===== src/rtl/cmlink_dcp_decoder.sv =====
// Camera Link receive decoder: maps 1-3 chip words to fval/lval/dval and ports A..I,
// and adds frame/line events, pixel/line counters, line-length measurement and sticky errors.
module cmlink_dcp_decoder #(
  parameter int CHIPS       = 1,
  parameter int SPLIT_PHASE = 0,
  parameter int DVAL_EN     = 1,
  parameter int XW          = 14,
  parameter int YW          = 14
) (
  input  logic                  i_clk,
  input  logic                  i_rstn,
  input  logic [28*CHIPS-1:0]   i_cm_data,
  input  logic                  i_err_clr,
  output logic                  o_fvld,
  output logic                  o_lvld,
  output logic                  o_dvld,
  output logic [24*CHIPS-1:0]   o_port,
  output logic                  o_sof,
  output logic                  o_eof,
  output logic                  o_sol,
  output logic                  o_eol,
  output logic [XW-1:0]         o_pix_cnt,
  output logic [YW-1:0]         o_line_cnt,
  output logic [XW-1:0]         o_line_len,
  output logic [3:0]            o_err
);

  // Bits driven while the serial clock is high: 20-23, 25-27.
  localparam logic [27:0] HI_MASK = 28'hEF0_0000;
  localparam int DW = 28 * CHIPS;
  localparam int PW = 24 * CHIPS;

  logic [DW-1:0]    dly_q, eff;
  logic [PW-1:0]    port_d, port_q;
  logic [CHIPS-1:0] chip_f, chip_l, chip_d;

  logic fval_d, lval_d, dval_d, fval_q, lval_q, dval_q;
  logic sof_d, eof_d, sol_d, eol_d, sof_q, eof_q, sol_q, eol_q;
  logic seen_low_d, seen_low_q, in_frame_d, in_frame_q, have_prev_d, have_prev_q;
  logic pv_q, sat, len_err, chip_err;
  logic [XW-1:0] pix_next, pix_d, pix_q, len_d, len_q;
  logic [YW-1:0] line_d, line_q;
  logic [3:0]    err_d, err_q;

  always_comb begin
    eff = i_cm_data;
    if (SPLIT_PHASE != 0) begin
      eff = ({CHIPS{HI_MASK}} & i_cm_data) | (~{CHIPS{HI_MASK}} & dly_q);
    end
  end

  for (genvar c = 0; c < CHIPS; c++) begin : g_chip
    logic [27:0] w;
    logic        unused_spare;
    assign w = eff[28*c +: 28];
    assign port_d[24*c +: 24] = {w[20], w[16], w[13], w[9],  w[5],  w[1],  w[26], w[22],
                                 w[12], w[8],  w[18], w[14], w[10], w[6],  w[2],  w[27],
                                 w[4],  w[0],  w[23], w[19], w[15], w[11], w[7],  w[3]};
    assign chip_f[c] = w[21];
    assign chip_l[c] = w[17];
    assign chip_d[c] = w[25];
    assign unused_spare = w[24];
  end

  // Only chip X dval matters; the delay register is idle when SPLIT_PHASE is 0.
  logic unused_ok;
  assign unused_ok = ^{dly_q, chip_d};

  always_comb begin
    fval_d   = chip_f[0];
    lval_d   = chip_l[0];
    dval_d   = chip_d[0];
    chip_err = (chip_f != {CHIPS{chip_f[0]}}) | (chip_l != {CHIPS{chip_l[0]}});

    // A frame only starts after fval has been seen low, so a mid-frame reset release stays idle.
    sof_d      = fval_d & ~fval_q & seen_low_q;
    eof_d      = ~fval_d & fval_q & in_frame_q;
    sol_d      = lval_d & ~lval_q & fval_d & (in_frame_q | sof_d);
    eol_d      = ~lval_d & lval_q & fval_q & in_frame_q;
    seen_low_d = seen_low_q | ~fval_d;
    in_frame_d = in_frame_q;
    if (sof_d)      in_frame_d = 1'b1;
    else if (eof_d) in_frame_d = 1'b0;

    pv_q     = fval_q & lval_q & (dval_q | (DVAL_EN == 0)) & in_frame_q;
    sat      = pv_q & (&pix_q);
    pix_next = (pv_q & ~(&pix_q)) ? pix_q + XW'(1) : pix_q;
    pix_d    = sol_d ? '0 : pix_next;
    len_d    = eol_d ? pix_next : len_q;
    len_err  = eol_d & have_prev_q & (pix_next != len_q);

    line_d      = line_q;
    have_prev_d = have_prev_q;
    if (sof_d) begin
      line_d      = '0;
      have_prev_d = 1'b0;
    end else if (eol_d) begin
      line_d      = line_q + YW'(1);
      have_prev_d = 1'b1;
    end

    err_d = (i_err_clr ? 4'b0 : err_q) | {sat, chip_err, len_err, lval_d & ~fval_d};
  end

  always_ff @(posedge i_clk or negedge i_rstn) begin
    if (!i_rstn) begin
      dly_q       <= '0;
      port_q      <= '0;
      fval_q      <= 1'b0;
      lval_q      <= 1'b0;
      dval_q      <= 1'b0;
      sof_q       <= 1'b0;
      eof_q       <= 1'b0;
      sol_q       <= 1'b0;
      eol_q       <= 1'b0;
      seen_low_q  <= 1'b0;
      in_frame_q  <= 1'b0;
      have_prev_q <= 1'b0;
      pix_q       <= '0;
      len_q       <= '0;
      line_q      <= '0;
      err_q       <= '0;
    end else begin
      dly_q       <= i_cm_data;
      port_q      <= port_d;
      fval_q      <= fval_d;
      lval_q      <= lval_d;
      dval_q      <= dval_d;
      sof_q       <= sof_d;
      eof_q       <= eof_d;
      sol_q       <= sol_d;
      eol_q       <= eol_d;
      seen_low_q  <= seen_low_d;
      in_frame_q  <= in_frame_d;
      have_prev_q <= have_prev_d;
      pix_q       <= pix_d;
      len_q       <= len_d;
      line_q      <= line_d;
      err_q       <= err_d;
    end
  end

  assign o_fvld     = fval_q;
  assign o_lvld     = lval_q;
  assign o_dvld     = dval_q;
  assign o_port     = port_q;
  assign o_sof      = sof_q;
  assign o_eof      = eof_q;
  assign o_sol      = sol_q;
  assign o_eol      = eol_q;
  assign o_pix_cnt  = pix_q;
  assign o_line_cnt = line_q;
  assign o_line_len = len_q;
  assign o_err      = err_q;

endmodule


===== config.mk =====
export PLATFORM = sky130hd
export DESIGN_NAME = cmlink_dcp_decoder
export DESIGN_NICKNAME = d
export VERILOG_FILES = /design/src/rtl/cmlink_dcp_decoder.sv
export SDC_FILE = /design/constraint.sdc
export NUM_CORES = 1
export LEC_CHECK = 0
export BUFFER_PORTS_ARGS = -buffer_cell sky130_fd_sc_hd__clkbuf_2
export CORE_MARGIN = 2
export CORE_UTILIZATION = 54
export CTS_CLUSTER_SIZE = 20
export DETAILED_ROUTE_END_ITERATION = 12
export GPL_ROUTABILITY_DRIVEN = 0
export MAX_ROUTING_LAYER = met4
export PLACE_DENSITY_LB_ADDON = 0.25
export SETUP_SLACK_MARGIN = 0.2
export SYNTH_ARGS = -nofsm -noshare
export SYNTH_HDL_FRONTEND = slang
export SYNTH_SLANG_ARGS = --single-unit
export TNS_END_PERCENT = 1

===== constraint.sdc =====
create_clock -name i_clk -period 4.8 [get_ports i_clk]
set_input_delay 1.2 -clock i_clk [delete_from_list [all_inputs] [get_ports i_clk]]
set_output_delay 1.2 -clock i_clk [all_outputs]
set_load 0.005 [all_outputs]

# Word-level counts from Yosys, hierarchy flattened
# Cells that the tools add are included.
# classes
shift	0
n_reduce_logical	3
n_bitwise	26
div	0
magnitude_cmp	0
n_mux	9
n_mul	0
n_eq_ne	1
n_addsub	2
# op_table
cell	count
$mux W14	4
$add A14 B1 Y14 const B	2
$and A1 B1 Y1	18
$ne A14 B14 Y1	1
$reduce_and A14 Y1	1
$not A1 Y1	5
$mux W1	4
$mux W4	1
$or A4 B4 Y4	1
$reduce_bool A2 Y1	2
$or A1 B1 Y1	2
# word_totals
elab_cells	56
rom_bits	0
input_bits	31
n_memories	0
ff_bits	80
ramBits	0
latch_bits	0

# Depth between registers and ports, before layout
# Gate-level depths: netlist (run 1).
# logic_depth
word_depth	8
depth_mapped	9
depth_no_buf	9

# Worst setup path after synthesis (run 1)
# No wires, ideal clock.
# synth_timing
path_kind	input to register
startpoint	in i_cm_data[21]
endpoint	reg pix_q[10], in the netlist o_pix_cnt[10]
path_slack_ns	2.304
path_buffers	1
arrival_ns	2.364
setup_ns	0.132
path_stages	6
path_cell_list	nand2_1 -> nor2_1 -> nor2_1 -> nor3_1 -> clkbuf_1 -> nor2_1
# synth_between
elab_chain_cells	5
elab_cells_between_ends	6
classes_between	mux: 1; bitwise: 5
# synth_lines
item	line	rtl
from (decl)	12	input logic [28*CHIPS-1:0] i_cm_data,
$and A1 B1 Y1 (2 in series)	76	sof_d = fval_d & ~fval_q & seen_low_q;
$or A1 B1 Y1	78	sol_d = lval_d & ~lval_q & fval_d & (in_frame_q | sof_d);
$and A1 B1 Y1 *	78	
named net sol_d	38	logic sof_d, eof_d, sol_d, eol_d, sof_q, eof_q, sol_q, eol_q;
$mux W14 *	88	pix_d = sol_d ? '0 : pix_next;
named net pix_d[10]	41	logic [XW-1:0] pix_next, pix_d, pix_q, len_d, len_q;
to (signal assigned)	136	pix_q <= pix_d;
to (decl)	41	
# Mark *: on every way through the listed nets, which the timed path passes. The rest lies on a longest branch.
# A chain may end at the register's enable or synchronous reset.

# Worst setup path in the final report (run 1)
# layout_timing
startpoint	reg pix_q[0], in the netlist o_pix_cnt[0]
endpoint	reg err_q[1], in the netlist o_err[1]
# layout_between
elab_chain_cells	7
elab_cells_between_ends	8
classes_between	add/sub: 1; eq/ne: 1; mux: 1; bitwise: 4; reduce/logical: 1
# layout_lines
item	line	rtl
parallel branches: the longest is 3 deep, another holds $add A14 B1 Y14	n/a	
$mux W14 *	87	pix_next = (pv_q & ~(&pix_q)) ? pix_q + XW'(1) : pix_q;
$ne A14 B14 Y1 *	90	len_err = eol_d & have_prev_q & (pix_next != len_q);
$and A1 B1 Y1 *	90	
$or A4 B4 Y4 *	102	err_d = (i_err_clr ? 4'b0 : err_q) | {sat, chip_err, len_err, lval_d & ~fval_d};
named net err_d[1]	43	logic [3:0] err_d, err_q;
to (signal assigned)	139	err_q <= err_d;
to (decl)	43	
# Mark *: on every way through the listed nets, which the timed path passes.

==> reports/summary.txt, run 1 <==
Final ANT Viol Nets -> 0
EDFF count, synth -> 0
Pwr Total -> 1.509 mW
count of final setup violators -> 0
Post-Synthesis Cell Area -> 0.003356 mm²
WL/cell -> 14.86 µm
initial core utilization -> 0.5634
layer carrying the most global-route usage -> met2
row count -> 28
Hold WC Path Type -> flip-flop to flip-flop
Pleak -> 2.052 nW
GRT met3 Usage -> 0.04076
Fin. Hold Viols -> 0
register area share after synthesis -> 0.5891
# Post-CTS Setup Buffers -> 0
insertion delay to the later sink of the worst-skew pair -> 0.35 ns
met2 GRT Util -> 0.3614
max_cap viols -> 0
grt met1 use -> 0.3014
RSZ-0062 raised after global routing -> no
WL final -> 7342 µm
Synth Warn # -> 0
dpl hpwl -> 5236 µm
Tcrit/Tclk final -> 0.5957
CTS buffer count -> 9
Sink Count -> 79
die area -> 0.006861 mm²
status -> completed
layout cells sized above 1 -> 0.3150
fill count -> 477
nets -> 448
GRT overflow -> 0
setup TNS -> 0 ns
Setup Crit Path Kind -> flip-flop to flip-flop
Clock power frac -> 0.279
die extent in x -> 82.83 µm
htree depth -> 3
ys async rst share -> 1.000
Die Y-Extent -> 82.83 µm
Total GRT Usage -> 0.2312
Slew Viols, Final -> 0
DRC violation total after the first TritonRoute iteration -> 200
Highest Clock Rate -> 0.3497 GHz
Layout area overhead -> 22.00%
P_sw -> 451.9 µW
# port buffers -> 105
CTS root buffer -> clkbuf_8
TritonCTS clock tree -> built
vias in the first global route -> 2529
Mapped Cells -> 306
switching part of the total -> 0.2995
largest net degree at the start of global routing -> 80
CP required -> 5.01 ns
Crit. End Element -> flip-flop
Flop pwr share -> 0.533
most frequent cells in the layout -> clkbuf_2 (104), dfrtp_1 (79), nor2_1 (37)
Top Ports -> 108
first-pass detailed-route iteration total -> 4
Worst EP arrival -> 3.07 ns
post_cts resized -> 0
Residual DRC -> 0
Worst-Margin Slew -> 0.9612 ns
Ant. Diodes -> 0
CP max FO -> 6
Internal -> 1.057 mW
first-pass GRT wire length -> 12260 µm
Comb power frac -> 0.188
clk_skew -> 0.01010 ns
commonest non-fill, non-tap cell in the layout -> clkbuf_2
Post-CTS Hold Buffers -> 0
initial antenna violation count -> 0
Slew HR -> 0.3592
pwr dens -> 368.6 mW/mm²
startpoint type of the worst setup path -> flip-flop
post-layout min period -> 2.859 ns
Synth Flop Type -> dfrtp_1
core area -> 0.005956 mm²
Synth cell types -> 46
Synth Register Bits -> 79
worst IR drop on VDD -> 0.2166 mV
Vias/cell -> 5.370
clk slew on worst S/H paths -> 0.08 ns
Mapped Avg Cell Area -> 10.97 µm²
clk buf depth -> 2
via count -> 2653
Syn Nets -> 339
area by class of cell:
cell class,count,area [µm²],share of cell area
Clock inverter,5,36.28,0.008863
Multi-Input combinational cell,211,1286,0.3142
Tap cell,75,93.84,0.02292
Clock buffer,10,127.6,0.03117
Sequential cell,79,1977,0.4829
Inverter,6,22.52,0.005501
Timing Repair Buffer,108,550.5,0.1345
Yosys cell counts, types with 3 or more instances:
master	number	area share
or3_1	4	0.0075
a21oi_1	11	0.016
nand2b_1	3	0.0056
nor4_1	4	0.0075
o22ai_1	3	0.0056
inv_1	5	0.0056
nor2_1	37	0.041
xnor2_1	17	0.044
xor2_1	18	0.047
and3_1	6	0.011
clkbuf_1	5	0.0056
dfrtp_1	79	0.59
o21ai_0	20	0.030
nand3_1	10	0.015
nand4_1	9	0.017
nand2_1	35	0.039
and4_1	4	0.010
worst paths after layout:
| path | from | end | slack, ns | depth (start not counted) |
|---|---|---|---|---|
| max | o_pix_cnt[0] | o_err[1] | 1.94 | 8 |
| min | seen_low_q | seen_low_q | 0.50 | 1 |
| max reg2reg | o_pix_cnt[0] | o_err[1] | 1.94 | 8 |
| min reg2reg | seen_low_q | seen_low_q | 0.50 | 1 |
| max in group asynchronous | i_rstn | o_pix_cnt[7] | 3.17 | 1 |
| min in group asynchronous | i_rstn | o_port[2] | 0.98 | 1 |
cells by family after synthesis:
kind of cell	share of synthesized area
adders and majority gates	0.007456
xor gates and xnor gates	0.09918
DFF	0.5891
and+or+nand+nor	0.1879
muxes	0.01044
other	0.001117
AOI/OAI and AO/OA	0.07719
buffers and inverters	0.02759
per-layer routing:
| layer | vias to the layer above | wire length, µm |
|---|---|---|
| met5 | - | 0 |
| met4 | 0 | 61 |
| met3 | 8 | 441 |
| met2 | 86 | 3650 |
| met1 | 1287 | 3188 |
| li1 | 1272 | - |
worst max-delay path: stages, from the launching register on:
cell and delay, ns:
dfrtp_1 0.45, ha_1 0.24, nand3_2 0.15, nor4_1 0.79, and4bb_2 0.33, xnor2_1 0.15, nand2_1 0.08, nor4_1 0.36
a41oi_1 0.18
metrics by stage:
stage                     utilization  hold WS (ns)  setup slack (ns)  instance area, µm²  instances
after global placement         0.6599        0.4765             1.782                3930        479
after global routing           0.6874        0.5489             1.671                4094        494
after floorplan                     -        0.4576             2.304                3356        306
final                          0.6874        0.5015             1.941                4094        494
after detailed placement       0.6599        0.4834             1.713                3930        479
after CTS                      0.6874        0.5075             1.958                4094        494
registers in the layout, indices dropped and copies added (netlist names), 3 cells and up:
register    flops
o_err           3
o_line_cnt     14
o_line_len     14
o_pix_cnt      14
o_port         24
power by group through the flow:
| stage | clock network (mW) | logic [mW] | registers [mW] |
|---|---|---|---|
| finish | 0.422 | 0.283 | 0.804 |
| global route | 0.460 | 0.317 | 0.815 |
| CTS | 0.431 | 0.286 | 0.803 |
| detailed placement | 0 | 0.284 | 0.816 |
| global placement | 0 | 0.273 | 0.813 |
| floorplan | 0 | 0.161 | 0.806 |
Power figures use the tool's default switching activity.
==> inputs of run 2 (changes only) <==
CORE_UTILIZATION = 50   (was 54)
clock period = 2.7 ns   (was 4.8 ns; I/O delays follow)
==> run 2 against run 1 <==
Compared with the run above:
- total power up 87%
- sequential share of layout area down 2.2 points
- setup slack worse by 1.7 ns
- sequential cell count unchanged
- global-route usage up 0.26 points
- first-iteration DRC count down 2.5%
- highest routed layer unchanged
==> reports/summary.txt, run 2 (synthesized netlist as in run 1, its figures left out) <==
CP Depth -> 7 (-1)
Sink Count -> 79 (unchanged)
Largest register FFs -> 24 (unchanged)
CP max FO -> 7 (+1)
WL final -> 7797 µm (+6.2%)
die area -> 0.007383 mm² (+7.6%)
vias in the first global route -> 2673 (+5.7%)
GRT met3 Usage -> 0.05294 (+0.01218)
clk buf depth -> 2 (unchanged)
clk_skew -> 0.009154 ns (-0.0009466 ns)
CTS root buffer -> clkbuf_8
nets -> 466 (+4.0%)
Internal -> 1.971 mW (+86%)
max_cap viols -> 0 (unchanged)
P_sw -> 857.7 µW (+90%)
# port buffers -> 105 (unchanged)
layout cells sized above 1 -> 0.3630 (+0.04798)
Tcrit/Tclk final -> 0.8948 (+0.2992)
clk slew on worst S/H paths -> 0.09 ns (about the same)
Clock power frac -> 0.295 (+0.016)
switching part of the total -> 0.3032 (+0.003778)
Flop pwr share -> 0.497 (-0.036)
row count -> 29 (+3.6%)
status -> completed
delay-heaviest family, CP -> simple AND/OR/NAND/NOR gates
Post-CTS Hold Buffers -> 0 (unchanged)
Buf+Inv Stages, Crit Path -> 0 (unchanged)
Total GRT Usage -> 0.2338 (+0.002637)
met2 GRT Util -> 0.3467 (-0.01471)
commonest non-fill, non-tap cell in the layout -> clkbuf_2
first-pass detailed-route iteration total -> 4 (unchanged)
R2R Setup Slk -> 0.28 ns (-1.66 ns)
RR Startpoint -> o_pix_cnt[11]
post-layout min period -> 2.416 ns (-0.4432 ns)
die extent in x -> 85.93 µm (+3.7%)
Slew Viols, Final -> 0 (unchanged)
placed insts -> 497 (+3.8%)
Residual DRC -> 0 (unchanged)
Pleak -> 2.168 nW (+5.7%)
Hold WC Path Type -> input port to asynchronous set/reset pin
via count -> 2715 (+2.3%)
DRC violation total after the first TritonRoute iteration -> 195 (-2.5%)
WL/cell -> 15.14 µm (+1.9%)
Critical Path Max Stage Delay -> 0.59 ns (-0.20 ns)
initial antenna violation count -> 0 (unchanged)
Top Ports -> 108 (unchanged)
worst flop-to-flop path endpoint -> o_err[1]
Crit. End Element -> flip-flop
post-route insts no fill -> 515 (+4.3%)
largest net degree at the start of global routing -> 47 (-41%)
worst IR drop on VDD -> 0.4275 mV (+97%)
Vias/cell -> 5.272 (-1.8%)
Comb power frac -> 0.208 (+0.020)
Worst R2R Path Depth -> 7 (-1)
crit-path cells -> nand4_1 > or4_4 > and3_1 > and3_4 > mux2_4 > a311oi_2 > a41oi_1
startpoint type of the worst setup path -> flip-flop
insertion delay to the later sink of the worst-skew pair -> 0.35 ns (about the same)
pwr dens -> 658.5 mW/mm² (+79%)
htree depth -> 3 (unchanged)
Fin. Hold Viols -> 0 (unchanged)
first-pass GRT wire length -> 13010 µm (+6.1%)
utilization after layout -> 0.6688 (-0.01858)
CP required -> 2.93 ns (-2.08 ns)
layer carrying the most global-route usage -> met2
grt met1 use -> 0.3146 (+0.01323)
Pwr Total -> 2.829 mW (+87%)
Highest Clock Rate -> 0.4139 GHz (+18%)
Final ANT Viol Nets -> 0 (unchanged)
most frequent cells in the layout -> clkbuf_2 (104), dfrtp_1 (77), nor2_1 (37)
Ant. Diodes -> 0 (unchanged)
initial core utilization -> 0.5225 (-0.04094)
Worst EP arrival -> 2.64 ns (-0.43 ns)
dpl hpwl -> 5593 µm (+6.8%)
CTS buffer count -> 9 (unchanged)
count of final setup violators -> 0 (unchanged)
Layout area overhead -> 28.00%
RSZ-0062 raised after global routing -> no
Setup Crit Path Kind -> flip-flop to flip-flop
TritonCTS clock tree -> built
core area -> 0.006422 mm² (+7.8%)
GRT overflow -> 0 (unchanged)
Die Y-Extent -> 85.93 µm (+3.7%)
CP max-delay cell -> or4_4
setup TNS -> 0 ns (unchanged)
run 2: power groups by stage:
| stage | logic, mW | clock network [mW] | registers [mW] |
|---|---|---|---|
| after floorplan | 0.285 | 0 | 1.43 |
| after global placement | 0.536 | 0 | 1.43 |
| after detailed placement | 0.547 | 0 | 1.43 |
| after CTS | 0.566 | 0.855 | 1.40 |
| after global routing | 0.666 | 0.907 | 1.43 |
| final | 0.589 | 0.833 | 1.41 |
run 2: how the worst max path moves through the flow:
stage	start	end	slack, ns
floorplan	o_pix_cnt[0]	o_err[1]	0.24
global placement	o_pix_cnt[1]	o_err[1]	0.20
detailed placement	o_pix_cnt[1]	o_err[1]	0.12
CTS	o_pix_cnt[1]	o_err[1]	0.22
global route	o_pix_cnt[11]	o_err[1]	0.16
finish	o_pix_cnt[11]	o_err[1]	0.28
run 2: stage by stage:
| step | area [µm²] | hold WS (ns) | setup WS, ns |
|---|---|---|---|
| after global placement | 4065 | 0.4772 | 0.2007 |
| final | 4295 | 0.2446 | 0.2839 |
| after floorplan | 3356 | 0.3794 | 0.2352 |
| after CTS | 4260 | 0.2552 | 0.2221 |
| after detailed placement | 4065 | 0.4865 | 0.1232 |
| after global routing | 4295 | 0.2664 | 0.1572 |
run 2: timing repair:
item | CTS | global route
pin swaps | 0 | 1
buffers inserted | 1 | 1
endpoints found under the setup margin | 1 | 1
gates resized for setup | 0 | 7
run 2: layer usage:
metal  routed length (µm)  vias to the layer above
met5                    0                        -
met4                  129                        0
met3                  471                       11
met2                 3709                       82
met1                 3487                     1319
li1                     -                     1303
run 2: worst register-to-register path, stage by stage, from the launching register on:
cell and delay (ns):
dfrtp_2 0.43, nand4_1 0.15, or4_4 0.59, and3_1 0.22, and3_4 0.20, mux2_4 0.30, a311oi_2 0.27, a41oi_1 0.14
run 2: cell type report:
cell class	count	area (µm²)
clock inverters	6	50.05
well taps	77	96.34
inverters	6	22.52
multi-input cells	211	1311
repair buffers	126	698.2
clock buffers	10	137.6
flip-flops and latches	79	1979
fillers	522	2127
==> inputs of run 3 (changes only) <==
ABC_AREA = 1   (was default)
CORE_UTILIZATION = 51   (was 50)
==> run 3 against run 2 <==
Compared with the run above:
- sequential cell count unchanged
- combinational power down 6.5%
- sequential share of layout area down 1.2 points
- first-iteration DRC count down 2.1%
- die area up 3.7%
- critical path depth up 7
- via count up 17%
- synthesized area up 5.9%
- global-route usage down 0.11 points
- critical path type unchanged
- largest cell class unchanged
- largest power group unchanged
==> reports/summary.txt, run 3 <==
htree depth -> 3 (unchanged)
Final ANT Viol Nets -> 0 (unchanged)
commonest non-fill, non-tap cell in the layout -> nand2_1
clk buf depth -> 2 (unchanged)
Mapped Avg Cell Area -> 8.384 µm² (-24%)
Synth Register Bits -> 79 (unchanged)
nets -> 568 (+22%)
EDFF count, synth -> 0 (unchanged)
Pleak -> 2.322 nW (+7.1%)
Synth area leader -> dfrtp_1
CP required -> 2.95 ns (+0.02 ns)
WL met1 -> 3486 µm (about the same)
footprint of the multi-input gates -> 0.001349 mm² (+2.9%)
Post-Synthesis Cell Area -> 0.003555 mm² (+5.9%)
pwr dens -> 674.4 mW/mm² (+2.4%)
Max Used Layer -> met4
Slew Viols, Final -> 0 (unchanged)
count of final setup violators -> 0 (unchanged)
Mapped Cells -> 424 (+39%)
dpl hpwl -> 5941 µm (+6.2%)
Layout area overhead -> 23.86%
Vias/cell -> 5.115 (-3.0%)
initial core utilization -> 0.5261 (+0.003610)
Fin. Hold Viols -> 0 (unchanged)
Die Y-Extent -> 87.49 µm (+1.8%)
Worst EP arrival -> 2.46 ns (-0.18 ns)
CTS buffer count -> 9 (unchanged)
status -> completed
DRC violation total after the first TritonRoute iteration -> 191 (-2.1%)
die area -> 0.007654 mm² (+3.7%)
placed insts -> 604 (+22%)
most frequent cells in the layout -> nand2_1 (133), clkbuf_2 (104), dfrtp_1 (79)
core area -> 0.006756 mm² (+5.2%)
first-pass detailed-route iteration total -> 4 (unchanged)
insertion delay to the later sink of the worst-skew pair -> 0.36 ns (about the same)
Synth Warn # -> 0 (unchanged)
RSZ-0062 raised after global routing -> no
Hold WC Path Type -> input port to asynchronous set/reset pin
# port buffers -> 105 (unchanged)
initial antenna violation count -> 0 (unchanged)
post-layout min period -> 2.204 ns (-0.2118 ns)
Synth Flop Type -> dfrtp_1
Top Ports -> 108 (unchanged)
Ant. Diodes -> 0 (unchanged)
Synth top cells by count -> nand2_1 (133), dfrtp_1 (79), nor2_1 (49)
clk slew on worst S/H paths -> 0.08 ns (about the same)
Crit. End Element -> flip-flop
first-pass GRT wire length -> 13300 µm (+2.2%)
Largest register FFs -> 24 (unchanged)
most frequent cell after synthesis -> nand2_1
setup TNS -> 0 ns (unchanged)
ys async rst share -> 1.000 (unchanged)
CP max FO -> 18 (+11)
WL final -> 8117 µm (+4.1%)
area share of the largest cell type after synthesis -> 0.5561 (-0.03297)
startpoint type of the worst setup path -> flip-flop
Highest Clock Rate -> 0.4537 GHz (+9.6%)
Synth cell types -> 29 (-37%)
post-route insts no fill -> 620 (+20%)
Worst-Margin Slew -> 0.8807 ns
Syn Nets -> 457 (+35%)
synth top area cells -> dfrtp_1 (56%), nand2_1 (14%), nor2_1 (5.2%)
WHS -> 0.2610 ns (+0.01636 ns)
vias in the first global route -> 2953 (+10%)
TritonCTS clock tree -> built
largest net degree at the start of global routing -> 49 (+4.3%)
CTS root buffer -> clkbuf_8
clk_skew -> 0.009734 ns (+0.0005798 ns)
# Post-CTS Setup Buffers -> 0 (-1)
Tcrit/Tclk final -> 0.8164 (-0.07845)
Pwr Total -> 2.969 mW (+5.0%)
Sink Count -> 79 (unchanged)
layout cells sized above 1 -> 0.2796 (-0.08338)
die extent in x -> 87.49 µm (+1.8%)
via count -> 3171 (+17%)
GRT overflow -> 0 (unchanged)
fill count -> 578 (+11%)
row count -> 30 (+3.4%)
register area share after synthesis -> 0.5561 (-0.03297)
register area -> 0.001977 mm² (-0.13%)
max_cap viols -> 0 (unchanged)
Total GRT Usage -> 0.2328 (-0.001060)
met3 wire length -> 484 µm (+2.8%)
Setup Crit Path Kind -> flip-flop to flip-flop
metal2 WL -> 3998 µm (+7.8%)
Residual DRC -> 0 (unchanged)
Slew HR -> 0.4122
WL/cell -> 13.09 µm (-14%)
worst IR drop on VDD -> 0.4386 mV (+2.6%)
## run 3: timing repair
item / in CTS / in global routing
setup endpoints to repair: 0 / 1
gates resized for setup: 0 / 1
hold buffers: 0 / 0
## run 3: power breakdown
| part | total, mW | switching, mW | internal (mW) |
|---|---|---|---|
| clock | 0.990 | 0.460 | 0.530 |
| combinational | 0.551 | 0.319 | 0.231 |
| sequential | 1.43 | 0.126 | 1.30 |
| total | 2.97 | 0.906 | 2.06 |
## run 3: routing by layer
layer | track usage | up-vias
met5 | - | -
met4 | 0.08811 | 0
met3 | 0.05118 | 16
met2 | 0.3802 | 92
met1 | 0.2830 | 1508
li1 | - | 1555
## run 3: worst paths after layout
kind / start / to / slack (ns) / depth (start not counted)
setup reg to reg: o_pix_cnt[1] / o_err[1] / 0.50 / 14
hold / removal: i_rstn / o_pix_cnt[2] / 0.26 / 1
min in group i_clk: i_cm_data[10] / o_port[11] / 0.41 / 1
max in group asynchronous: i_rstn / o_line_cnt[11] / 1.85 / 2
setup / recovery: o_pix_cnt[1] / o_err[1] / 0.50 / 14
hold reg to reg: o_line_cnt[13] / o_line_cnt[13] / 0.47 / 1
## run 3: logic make-up after synthesis
| kind of cell | Yosys count | share of synthesized area |
|---|---|---|
| AOI/OAI and AO/OA | 40 | 0.06477 |
| buffers and inverters | 59 | 0.06582 |
| adders and majority gates | 2 | 0.007039 |
| DFF | 79 | 0.5561 |
| other | 1 | 0.001055 |
| and+or+nand+nor | 243 | 0.3052 |
## run 3: area by class of cell
type,instances,share of cell area
Timing Repair Buffer,107,0.1262
Sequential cell,79,0.4490
Clock buffer,9,0.02813
Multi-Input combinational cell,286,0.3063
Tap cell,80,0.02273
Inverter,52,0.04433
Clock inverter,7,0.02330
## run 3: worst max-delay path, cell delays in order, from the launching register on
cell	delay, ns
dfrtp_1	0.42
ha_1	0.30
nand3_2	0.12
nor2_1	0.20
nand2_4	0.18
nand2_2	0.20
nand2_1	0.09
nand2_1	0.11
nand2_1	0.06
nand2_1	0.05
nand3_1	0.08
nor2_1	0.11
nand2_1	0.07
nand2_1	0.06
nand2_1	0.05
## run 3: through the flow
step | setup WS, ns | cell area, µm² | utilization
2_1_floorplan | 0.8748 | 3555 | -
3_3_place_gp | 0.4898 | 4172 | 0.6174
3_5_place_dp | 0.4541 | 4172 | 0.6174
4_1_cts | 0.4352 | 4398 | 0.6509
5_1_grt | 0.2389 | 4403 | 0.6517
6_report | 0.4957 | 4403 | 0.6517
